<file path="src/rtl/score_keeper.sv">
// score_keeper: two-player score tracking and match state machine (idle/play/serve-hold/game-over).
// Optional SCORE_SEG_EN adds registered active-low seven-segment score outputs.
`default_nettype none

module score_keeper #(
  parameter int WIN_SCORE   = 7,
  parameter int SERVE_DELAY = 25000000,
  parameter int START       = 103,
  parameter int RESTART     = 98
) (
  input  logic       i_CLK,
  input  logic       i_RST_N,
  input  logic [7:0] i_key_byte,
  input  logic       i_p1_scored,
  input  logic       i_p2_scored,
  output logic [3:0] o_p1_score,
  output logic [3:0] o_p2_score,
  output logic       o_point_pulse,
  output logic       o_serve_hold,
  output logic       o_game_over,
  output logic [1:0] o_winner
`ifdef SCORE_SEG_EN
  ,
  output logic [6:0] o_p1_seg,
  output logic [6:0] o_p2_seg
`endif
);

  localparam int              CW          = (SERVE_DELAY > 1) ? $clog2(SERVE_DELAY) : 1;
  localparam logic [CW-1:0]   HOLD_LOAD   = CW'(SERVE_DELAY - 1);
  localparam logic [3:0]      WIN_VAL     = 4'(WIN_SCORE);
  localparam logic [7:0]      START_KEY   = 8'(START);
  localparam logic [7:0]      RESTART_KEY = 8'(RESTART);

  typedef enum logic [1:0] {
    S_IDLE       = 2'd0,
    S_PLAY       = 2'd1,
    S_POINT_HOLD = 2'd2,
    S_GAME_OVER  = 2'd3
  } state_t;

  state_t        state_q, state_d;
  logic [3:0]    p1_q, p1_d, p2_q, p2_d;
  logic [1:0]    winner_q, winner_d;
  logic          pulse_q, pulse_d, hold_q, hold_d, over_q, over_d;
  logic [CW-1:0] cnt_q, cnt_d;
  logic          p1_prev_q, p2_prev_q;
  logic [7:0]    key_prev_q;

  logic       start_ev, restart_ev, p1_ev, p2_ev;
  logic [3:0] new_score;

  assign start_ev   = (i_key_byte == START_KEY)   && (key_prev_q != START_KEY);
  assign restart_ev = (i_key_byte == RESTART_KEY) && (key_prev_q != RESTART_KEY);
  assign p1_ev      = i_p1_scored & ~p1_prev_q;
  assign p2_ev      = i_p2_scored & ~p2_prev_q;

  always_comb begin
    state_d   = state_q;
    p1_d      = p1_q;
    p2_d      = p2_q;
    winner_d  = winner_q;
    cnt_d     = cnt_q;
    pulse_d   = 1'b0;
    new_score = p1_ev ? (p1_q + 4'd1) : (p2_q + 4'd1);

    case (state_q)
      S_IDLE: begin
        p1_d     = 4'd0;
        p2_d     = 4'd0;
        winner_d = 2'b00;
        if (start_ev) state_d = S_PLAY;
      end
      S_PLAY: begin
        // Simultaneous edges cancel: neither player is credited.
        if (p1_ev ^ p2_ev) begin
          pulse_d = 1'b1;
          if (p1_ev) p1_d = new_score;
          else       p2_d = new_score;
          if (new_score == WIN_VAL) begin
            state_d  = S_GAME_OVER;
            winner_d = p1_ev ? 2'b01 : 2'b10;
          end else begin
            state_d = S_POINT_HOLD;
            cnt_d   = HOLD_LOAD;
          end
        end
      end
      S_POINT_HOLD: begin
        if (cnt_q == '0) state_d = S_PLAY;
        else             cnt_d   = cnt_q - 1'b1;
      end
      S_GAME_OVER: begin
        if (start_ev) begin
          state_d  = S_PLAY;
          p1_d     = 4'd0;
          p2_d     = 4'd0;
          winner_d = 2'b00;
        end
      end
      default: state_d = S_IDLE;
    endcase

    if (restart_ev) begin
      state_d  = S_IDLE;
      p1_d     = 4'd0;
      p2_d     = 4'd0;
      winner_d = 2'b00;
      cnt_d    = '0;
      pulse_d  = 1'b0;
    end

    hold_d = (state_d == S_POINT_HOLD);
    over_d = (state_d == S_GAME_OVER);
  end

  always_ff @(posedge i_CLK or negedge i_RST_N) begin
    if (!i_RST_N) begin
      state_q    <= S_IDLE;
      p1_q       <= 4'd0;
      p2_q       <= 4'd0;
      winner_q   <= 2'b00;
      cnt_q      <= '0;
      pulse_q    <= 1'b0;
      hold_q     <= 1'b0;
      over_q     <= 1'b0;
      p1_prev_q  <= 1'b0;
      p2_prev_q  <= 1'b0;
      key_prev_q <= 8'd0;
    end else begin
      state_q    <= state_d;
      p1_q       <= p1_d;
      p2_q       <= p2_d;
      winner_q   <= winner_d;
      cnt_q      <= cnt_d;
      pulse_q    <= pulse_d;
      hold_q     <= hold_d;
      over_q     <= over_d;
      p1_prev_q  <= i_p1_scored;
      p2_prev_q  <= i_p2_scored;
      key_prev_q <= i_key_byte;
    end
  end

  assign o_p1_score    = p1_q;
  assign o_p2_score    = p2_q;
  assign o_point_pulse = pulse_q;
  assign o_serve_hold  = hold_q;
  assign o_game_over   = over_q;
  assign o_winner      = winner_q;

`ifdef SCORE_SEG_EN
  // Active-low {g,f,e,d,c,b,a}; hex letters beyond 9.
  function automatic logic [6:0] seg7(input logic [3:0] v);
    case (v)
      4'h0: seg7 = 7'b1000000;
      4'h1: seg7 = 7'b1111001;
      4'h2: seg7 = 7'b0100100;
      4'h3: seg7 = 7'b0110000;
      4'h4: seg7 = 7'b0011001;
      4'h5: seg7 = 7'b0010010;
      4'h6: seg7 = 7'b0000010;
      4'h7: seg7 = 7'b1111000;
      4'h8: seg7 = 7'b0000000;
      4'h9: seg7 = 7'b0010000;
      4'hA: seg7 = 7'b0001000;
      4'hB: seg7 = 7'b0000011;
      4'hC: seg7 = 7'b1000110;
      4'hD: seg7 = 7'b0100001;
      4'hE: seg7 = 7'b0000110;
      default: seg7 = 7'b0001110;
    endcase
  endfunction

  logic [6:0] p1_seg_q, p2_seg_q;

  always_ff @(posedge i_CLK or negedge i_RST_N) begin
    if (!i_RST_N) begin
      p1_seg_q <= 7'b1000000;
      p2_seg_q <= 7'b1000000;
    end else begin
      p1_seg_q <= seg7(p1_d);
      p2_seg_q <= seg7(p2_d);
    end
  end

  assign o_p1_seg = p1_seg_q;
  assign o_p2_seg = p2_seg_q;
`endif

endmodule

`default_nettype wire

</file>
<file path="config.mk">
export PLATFORM = sky130hd
export DESIGN_NAME = score_keeper
export DESIGN_NICKNAME = d
export VERILOG_FILES = /design/src/rtl/score_keeper.sv
export SDC_FILE = /design/constraint.sdc
export NUM_CORES = 1
export LEC_CHECK = 0
export ABC_CLOCK_PERIOD_IN_PS = 7900
export CAP_MARGIN = 25
export CELL_PAD_IN_SITES_DETAIL_PLACEMENT = 0
export CELL_PAD_IN_SITES_GLOBAL_PLACEMENT = 1
export CORE_UTILIZATION = 51
export CTS_BUF_LIST = sky130_fd_sc_hd__clkbuf_8
export DETAILED_ROUTE_END_ITERATION = 6
export GPL_TIMING_DRIVEN = 0
export HOLD_SLACK_MARGIN = 0.1
export PLACE_DENSITY = 0.95
export SYNTH_ARGS = -nofsm -noshare
export SYNTH_HDL_FRONTEND = slang
export SYNTH_SLANG_ARGS = --single-unit
export TNS_END_PERCENT = 1
</file>
<file path="constraint.sdc">
create_clock -name i_CLK -period 7.9 [get_ports i_CLK]
set_clock_uncertainty 0.05 [all_clocks]
set_input_delay 1.975 -clock i_CLK [delete_from_list [all_inputs] [get_ports i_CLK]]
set_output_delay 1.975 -clock i_CLK [all_outputs]
set_load 0.03 [all_outputs]
</file>
# After elaboration in Yosys (flattened, before gate mapping)
# Cells that the tools add are included.
# Widths: inputs -> output; s select.
[totals]
regBits = 50
latch_bits = 0
ram_bits = 0
romBits = 0
n_memories = 0
[classes]
n_addsub = 3
multipliers = 0
div_mod_pow = 0
magnitude_cmp = 0
n_eq_ne = 17
shifts = 0
muxes = 30
bitwise = 5
n_reduce_logical = 11
[op_table]
columns = ["cell", "n"]
rows = [
  ["$mux 25", 4],
  ["$pmux 25 s2", 1],
  ["$mux 4", 8],
  ["$logic_not 25->1", 1],
  ["$sub 25x1->25 const B", 1],
  ["$pmux 4 s3", 2],
  ["$ne 3x3->1 const B", 7],
  ["$mux 2", 9],
  ["$eq 8x7->1 const B", 2],
  ["$ne 8x7->1 const B", 2],
  ["$reduce_and 4->1", 4],
  ["$pmux 2 s3", 2],
  ["$add 4x1->4 const B", 2],
  ["$eq 2x2->1 const B", 4],
  ["$eq 4x3->1 const B", 1],
  ["$mux 1", 4],
  ["$reduce_bool 4->1", 1],
  ["$reduce_bool 3->1", 1],
  ["$and 1x1->1", 2],
  ["$eq 2x1->1 const B", 1],
  ["$logic_and 1x1->1", 2],
  ["$logic_not 2->1", 1],
  ["$not 1->1", 2],
  ["$reduce_or 2->1", 1],
  ["$xor 1x1->1", 1],
]

# Logic depth before layout (Yosys ltp)
# Gate-level depths: netlist (run 1).
[depth]
depth_word = 9
ltp_mapped = 12

# Least setup slack after synthesis (run 1)
# OpenSTA, ideal clock, no wires.
[synth_timing]
kind = "input-to-reg"
from = "in i_p1_scored"
to = "reg cnt_q[3]"
setup_time_ns = 0.123
arrival_time_ns = 4.197
required_time_ns = 7.727
path_slack_ns = 3.530
cell_stages = 10
path_buffers = 2
cell_sequence = "nand2b_1 -> buf_2 -> mux2_2 -> ha_1 -> nand2b_1 -> mux2_2 -> o311a_1 -> buf_2 -> o221a_2 -> o221a_2"
[synth_between]
elab_chain_cells = 5
word_cells_on_any_way = 7
[synth_lines]
columns = ["item", "line", "source"]
rows = [
  ["start: declaration", "14", "input logic i_p1_scored,"],
  ["$and 1x1->1 (*)", "55", "assign p1_ev = i_p1_scored & ~p1_prev_q;"],
  ["$mux 4", "65", "new_score = p1_ev ? (p1_q + 4'd1) : (p2_q + 4'd1);"],
  ["$eq 4x3->1", "80", "if (new_score == WIN_VAL) begin"],
  ["$ne 3x3->1 (no line)", "--", ""],
  ["$reduce_and 4->1 (no line) (*)", "--", ""],
  ["end signal: assignment", "135", "cnt_q <= cnt_d;"],
  ["end: declaration", "46", "logic [CW-1:0] cnt_q, cnt_d;"],
]
# Every way passes the cells marked *; elsewhere a longest branch is shown, timed or not.
# A chain may end at the register's enable or synchronous reset.

# Worst setup path after layout (run 1)
[layout_timing]
from = "in i_p1_scored"
to = "reg cnt_q[24]"
# The elaborated chain is that of the path after synthesis.

==> impl_summary.txt, run 1 <==
----------------------------------------------------
[Clocking]
  Number of buffers inserted by hold repair at cts ... 0
  Register clock-pin slew on the reported worst setup and hold paths ... 80 ps
  Buffer count from post-CTS setup fixing ... 0
  Root buf cell ... clkbuf_8
  Clock latency on the worst-skew pair ... 310 ps
  H-tree depth ... 2
  Clock tree from TritonCTS ... built
  Number of buffers on the longest clock path ... 2
  Number of sinks on the clock net ... 50
  Count of cells resized by post-cts repair ... 0
  Clock buffer count from CTS ... 5

[Pwr]
  Total leakage power ... 1.33 nW
  Psw ... 421 uW
  Combinational share of power ... 0.499
  Power per Cell Area ... 276 mW/mm^2
  Sw Ratio ... 0.436
  Fraction of power consumed by the clock network ... 0.160
  Internal power ... 545 uW
  Share of power burned in registers ... 0.341
  VDD IR-drop max ... 0.000152 V

[STA]
  Worst relative slew slack ... 0.422
  Fin crit share ... 0.614
  Fin. Hold Viols ... 0
  Transition at the pin with the smallest max-transition slack ... 860 ps
  RSZ-0062 raised after global routing ... false
  Final-report setup violation count ... 0
  Maximum operating frequency ... 206 MHz
  Fin crit period ... 4850 ps
  Max Transition Viols Final ... 0
  Final setup TNS ... 0 ps

[Drt]
  DRC violations left ... 0
  Vias after detailed routing ... 2791
  Number of routed nets with antenna violations ... 0
  Iter 0 DRT Violations ... 227
  Per-cell routed wire length ... 18.7 um
  First-pass iteration count of the detailed router ... 4
  Per-cell via count in the routed design ... 6.61
  Total Wirelength ... 7.89 mm

[Logic synthesis]
  Post-synth EDFFs ... 0
  Distinct cell type count of the synthesized netlist ... 66
  Synth Register Bits ... 50
  Syn nets ... 336
  Main flop type after synthesis ... dfrtp_1
  Sequential share of the synthesized area ... 0.408
  Mean instance size in the synthesized netlist ... 9.68 um^2
  Syn. warnings ... 0
  Async S/R FF share, synth ... 1.00
  Synthesized instance count ... 317
  Synthesized cell area ... 0.00307 mm^2

[Worst setup path]
  Register-to-Register Path Depth ... 10
  Critical Path End Type ... flop
  Worst path required time ... 8090 ps
  Reg-to-reg critical path startpoint ... p1_prev_q
  Register-to-register path setup slack ... 4790 ps
  Critical setup path kind ... in2reg
  Crit-path max FO ... 10
  Arrival time of the worst setup path ... 5050 ps
  Crit start category ... input port
  Reg2reg end ... cnt_q[24]

[Floorplanning]
  Num rows ... 27
  Die footprint ... 0.00633 mm^2
  Num ports ... 25
  Core Area ... 0.00564 mm^2
  Effective utilization at floorplan ... 0.544
  Width of the die ... 79.6 um
  Height of the die ... 79.6 um

[Hold path]
  Hold wc startpoint ... o_winner[1]
  Worst min path class ... reg2reg
  Hold Crit Endpoint ... o_winner[1]
  Worst hold path stage count ... 1

[Layout]
  Final design area excluding fillers ... 0.00350 mm^2
  Diodes inserted ... 0
  Net total in the final layout ... 368
  Layout-stage area growth over the synthesis result ... 14.2%
  Layout cell share with drive strength beyond 1 ... 0.111

[Global route]
  Number of global-route vias before repair ... 2599
  Total routing usage reported by global routing ... 0.269
  Global-route wire length before repair ... 13.2 mm
  Maximum number of pins on one net before global-route repair ... 27
  Antenna violations before repair ... 0
  Sum of overflow across all layers after global routing ... 0

[Status]
  Run status ... complete, no violations

[Run]
  Max_cap viols ... 0

[Place]
  Total cell area at the placement stage ... 0.00341 mm^2
  Placer congestion estimate ... 0.866
  I/O Buffers ... 24
  DP HPWL ... 5.77 mm

----------------------------------------------------
==> worst max-delay path, cell delays in order <==
cell and delay [ps]:
clkdlybuf4s50_1 430, nand2b_1 80, buf_2 220, mux2_2 410
ha_1 280, nand2b_1 170, mux2_2 300, o311a_1 290
buf_2 180, o21ai_2 450, o22a_1 250
==> power by group through the flow <==
stage / registers (mW) / logic, mW / clock network [mW]
final: 0.329 / 0.483 / 0.154
after global routing: 0.335 / 0.524 / 0.165
after CTS: 0.328 / 0.478 / 0.158
after detailed placement: 0.333 / 0.477 / 0
after global placement: 0.333 / 0.470 / 0
after floorplan: 0.352 / 0.311 / 0
==> cell type report <==
type,count,area (um^2)
fill,494,2140
multi-input combinational,237,1690
sequential,50,1250
timing repair buffer,25,255
buffer,19,90.1
tap,72,90.1
clock buffer,6,82.6
inverter,11,41.3
clock inverter,2,8.76
==> cells by family (layout without fill, tap and decap cells) <==
logic type,Yosys count,after routing,synth area share
mux,11,11,0.0392
flops,50,50,0.408
fa+ha+maj,7,7,0.0285
compound gates,105,105,0.269
xor+xnor,2,2,0.00571
buf+inv,30,63,0.0428
simple gates,112,112,0.207
==> placed cells by master, fill, tap and decap left out, drive strengths merged, types with 4 or more instances in the layout <==
cell and instances:
and3 4, or4 4, o21ai 12, nor2 29, ha 7, clkdlybuf4s50 23, a32o 5, nand2 18
o22a 9, o221ai 5, o221a 8, dfrtp 50, a31oi 5, clkbuf 20, nor4 9, nand2b 4
mux2 8, nand3 4, a21oi 20, or3 8, nor3 13, inv 11, buf 7, a211oi 5
==> worst max-delay path by stage <==
stage	start	to	slack, ps	cells past startpoint
final	i_p1_scored	cnt_q[24]	3050	11
after global routing	i_p1_scored	cnt_q[24]	2880	11
after CTS	i_p1_scored	cnt_q[24]	3050	11
after detailed placement	i_p1_scored	cnt_q[24]	2750	11
after global placement	i_p1_scored	cnt_q[24]	2800	11
after floorplan	i_p1_scored	cnt_q[3]	3530	10
==> routing by layer <==
metal,GRT usage,vias up,part of all wire
met2,0.405,103,0.46
met5,0,-,0
li1,-,1298,-
met4,0.0982,0,0.019
met3,0.0491,13,0.057
met1,0.383,1377,0.47
==> cells in the mapped netlist (4+ instances only) <==
cell type / n / area (um^2)
nand2_1: 18 / 67.6
o21ai_0: 9 / 45.0
nor3_1: 11 / 55.1
and3_1: 4 / 25.0
clkbuf_1: 14 / 52.6
a211oi_1: 5 / 37.5
nor4_1: 8 / 50.1
ha_1: 7 / 87.6
mux2_2: 8 / 90.1
a21oi_1: 20 / 100
inv_1: 10 / 37.5
a32o_1: 5 / 50.1
nand2b_1: 4 / 25.0
nor2_1: 29 / 109
nand3_1: 4 / 20.0
dfrtp_1: 50 / 1250
o221a_2: 8 / 90.1
a31oi_1: 5 / 31.3
or3_1: 6 / 37.5
o22a_1: 9 / 78.8
o221ai_1: 5 / 43.8
==> flip-flops by register name (all words and copies together) (netlist names) <==
register / count
cnt_q: 25
key_prev_q: 8
o_game_over: 1
o_p1_score: 4
o_p2_score: 4
o_point_pulse: 1
o_serve_hold: 1
o_winner: 2
p1_prev_q: 1
p2_prev_q: 1
state_q: 2
==> through the flow <==
stage	instances	hold WS (ps)	setup slack [ps]	power [mW]	util
final	422	442	3050	0.966	0.621
after global routing	422	471	2880	1.02	0.621
after CTS	422	451	3050	0.965	0.621
after detailed placement	414	431	2750	0.810	0.605
after global placement	413	429	2800	0.803	0.602
after floorplan	317	416	3530	0.663	-
(Power assumes the default switching activity.)
==> run 2: changes to the inputs <==
ABC_CLOCK_PERIOD_IN_PS = 4100   (was 7900)
CORE_UTILIZATION = 43   (was 51)
PLACE_DENSITY = 0.91   (was 0.95)
clock period = 4.1 ns   (was 7.9 ns; I/O delays follow)
==> run 2 against run 1 <==
Compared with the run above:
- register-to-register slack got worse by 3800 ps
- sequential power rose by 92%
- critical path type unchanged
- sequential share of layout area fell by 0.76 points
- clock power rose to 2.7 times the previous value
- count of clock-buffer cells in the layout fell by 1
==> impl_summary.txt, run 2 (synthesis results as in run 1) <==
----------------------------------------------------
[Drt]
  First-pass iteration count of the detailed router ... 5 (was 4)
  Per-cell routed wire length ... 17.8 um (was 18.7 um)
  Vias after detailed routing ... 2773 (was 2791)
  Total Wirelength ... 7.95 mm (was 7.89 mm)
  Highest metal layer used by the detailed router ... met4 (unchanged)
  Number of routed nets with antenna violations ... 0 (unchanged)
  DRC violations left ... 0 (unchanged)
  DRT met1 WL ... 3.58 mm (was 3.68 mm)
  WL met3 ... 353 um (was 449 um)
  Per-cell via count in the routed design ... 6.22 (was 6.61)
  Total length of routed met2 wires ... 3.78 mm (was 3.60 mm)
  Iter 0 DRT Violations ... 182 (was 227)

[Layout]
  Final core area utilization ... 0.524 (was 0.621)
  Final-layout fill cell count ... 651 (was 494)
  Final design area excluding fillers ... 0.00358 mm^2 (was 0.00350 mm^2)
  Commonest cells after routing, fill and taps aside ... 50 x dfrtp_1, 29 x nor2_1, 23 x clkdlybuf4s50_1 (unchanged)
  Diodes inserted ... 0 (unchanged)
  Biggest regs ... cnt_q x25, key_prev_q x8 (unchanged)
  Flip-flop count of the largest register after layout ... 25 (unchanged)
  Net total in the final layout ... 368 (unchanged)
  Layout cell share with drive strength beyond 1 ... 0.114 (was 0.111)
  Biggest register ... cnt_q (unchanged)
  Number of non-filler instances in the completed layout ... 446 (was 422)
  Layout-stage area growth over the synthesis result ... 16.7% (was 14.2%)
  Most common cell after layout, fill and taps aside ... dfrtp_1 (unchanged)

[Pwr]
  Power per Cell Area ... 555 mW/mm^2 (was 276 mW/mm^2)
  Total leakage power ... 1.34 nW (was 1.33 nW)
  VDD IR-drop max ... 0.000296 V (was 0.000152 V)

[Worst setup path]
  Library cell contributing the largest single delay on the critical path ... o21ai_2 (unchanged)
  Arrival time of the worst setup path ... 4140 ps (was 5050 ps)
  Reg2reg end ... cnt_q[24] (unchanged)
  Crit start category ... input port (unchanged)
  Register-to-register path setup slack ... 960 ps (was 4790 ps)
  Largest stage delay, worst path ... 470 ps (was 450 ps)
  Critical setup path kind ... in2reg (unchanged)
  Critical Path End Type ... flop (unchanged)
  Sequence of cells on the critical path ... clkdlybuf4s50_1 -> nand2b_1 -> buf_2 -> mux2_2 -> ha_1 -> nand2b_1 -> mux2_2 -> o311a_1 -> buf_2 -> o21ai_2 -> o22a_1 (unchanged)
  Reg-to-reg critical path startpoint ... p1_prev_q (unchanged)
  Crit-path max FO ... 10 (unchanged)
  Worst path required time ... 4290 ps (was 8090 ps)
  Register-to-Register Path Depth ... 10 (unchanged)

[Clocking]
  Count of cells resized by post-cts repair ... 0 (unchanged)
  Clock tree from TritonCTS ... built (unchanged)
  Buffer count from post-CTS setup fixing ... 0 (unchanged)
  Clock buffer count from CTS ... 5 (unchanged)
  H-tree depth ... 2 (unchanged)
  Number of sinks on the clock net ... 50 (unchanged)
  Clock latency on the worst-skew pair ... 310 ps (about the same)
  Number of buffers on the longest clock path ... 2 (unchanged)
  Number of buffers inserted by hold repair at cts ... 0 (unchanged)
  Root buf cell ... clkbuf_8 (unchanged)
  Register clock-pin slew on the reported worst setup and hold paths ... 90 ps (was 80 ps)

[Floorplanning]
  Die footprint ... 0.00748 mm^2 (was 0.00633 mm^2)
  Num ports ... 25 (unchanged)
  Width of the die ... 86.5 um (was 79.6 um)
  Num rows ... 30 (was 27)
  Effective utilization at floorplan ... 0.449 (was 0.544)
  Core Area ... 0.00683 mm^2 (was 0.00564 mm^2)
  Height of the die ... 86.5 um (was 79.6 um)

[Global route]
  Maximum number of pins on one net before global-route repair ... 27 (unchanged)
  Sum of overflow across all layers after global routing ... 0 (unchanged)
  Antenna violations before repair ... 0 (unchanged)
  Global-route wire length before repair ... 13.6 mm (was 13.2 mm)
  Total routing usage reported by global routing ... 0.234 (was 0.269)
  Number of global-route vias before repair ... 2784 (was 2599)

[STA]
  Fin crit period ... 3950 ps
  Worst slack on hold paths ... 457 ps (was 442 ps)
  RSZ-0062 raised after global routing ... false (unchanged)
  Final-report setup violation count ... 0 (unchanged)
  Post-route worst setup slack ... 149 ps (was 3050 ps)
  Worst relative slew slack ... 0.439 (was 0.422)
  Max Transition Viols Final ... 0 (unchanged)
  Maximum operating frequency ... 253 MHz
  Fin. Hold Viols ... 0 (unchanged)
  Transition at the pin with the smallest max-transition slack ... 836 ps (was 860 ps)
  Fin crit share ... 0.964

[Place]
  Post-place setup slack ... -101 ps (was 2750 ps)
  DP HPWL ... 5.85 mm (was 5.77 mm)
  Placer congestion estimate ... 0.890 (was 0.866)
  I/O Buffers ... 24 (unchanged)
  Placed cell count ... 438 (was 414)
  Total cell area at the placement stage ... 0.00344 mm^2 (was 0.00341 mm^2)

[Hold path]
  Hold Crit Endpoint ... o_winner[1] (unchanged)
  Worst min path class ... reg2reg (unchanged)
  Worst hold path stage count ... 1 (unchanged)
  Hold wc startpoint ... o_winner[1] (unchanged)

[Run]
  Max_cap viols ... 0 (unchanged)

[Status]
  Run status ... complete, no violations (unchanged)

----------------------------------------------------
[run 2: changes by cell type in the layout (fill, tap and decap cells not counted), sizes merged]
cell	delta
inv	-1
bufinv	+2
clkbuf	-1
[run 2: worst max-delay path by stage]
stage	startpoint	to	cells after the start
finish	i_p1_scored	cnt_q[24]	11
global route	i_p1_scored	cnt_q[13]	11
CTS	i_p1_scored	cnt_q[24]	11
detailed placement	i_p1_scored	cnt_q[24]	11
global placement	i_p1_scored	cnt_q[24]	11
floorplan	i_p1_scored	cnt_q[3]	10
[run 2: worst max-delay path, delay by kind of cell]
kind	cells	cell delay, ps
AO/OA/AOI/OAI	3	1000
buffers and inverters	3	850
multiplexers	2	710
adder cells (fa/ha/maj)	1	290
AND/OR/NAND/NOR	2	250
[run 2: power breakdown]
| part | internal (mW) | switching [mW] |
|---|---|---|
| combinational | 0.355 | 0.586 |
| sequential | 0.562 | 0.0706 |
| clock | 0.244 | 0.169 |
| total | 1.16 | 0.825 |
[run 2: through the flow]
stage                     power [mW]  TNS (ps)
after floorplan                 1.28         0
after global routing            2.10         0
after global placement          1.55      -718
final                           1.99         0
after detailed placement        1.56      -869
after CTS                       1.98         0
[run 2: area by class of cell]
cell class,instances,area [um^2],area share
plain buffers,19,90.1,0.0252
clock buffers,5,68.8,0.0192
clock inverters,3,68.8,0.0192
inverters,11,41.3,0.0115
multi-input cells,237,1690,0.471
flip-flops and latches,50,1250,0.349
well taps,96,120,0.0335
repair buffers,25,255,0.0713
[run 2: layer usage]
metal	up-vias	GRT usage
met4	0	0.103
met1	1358	0.296
met3	21	0.0362
met2	90	0.395
li1	1304	-
met5	-	0
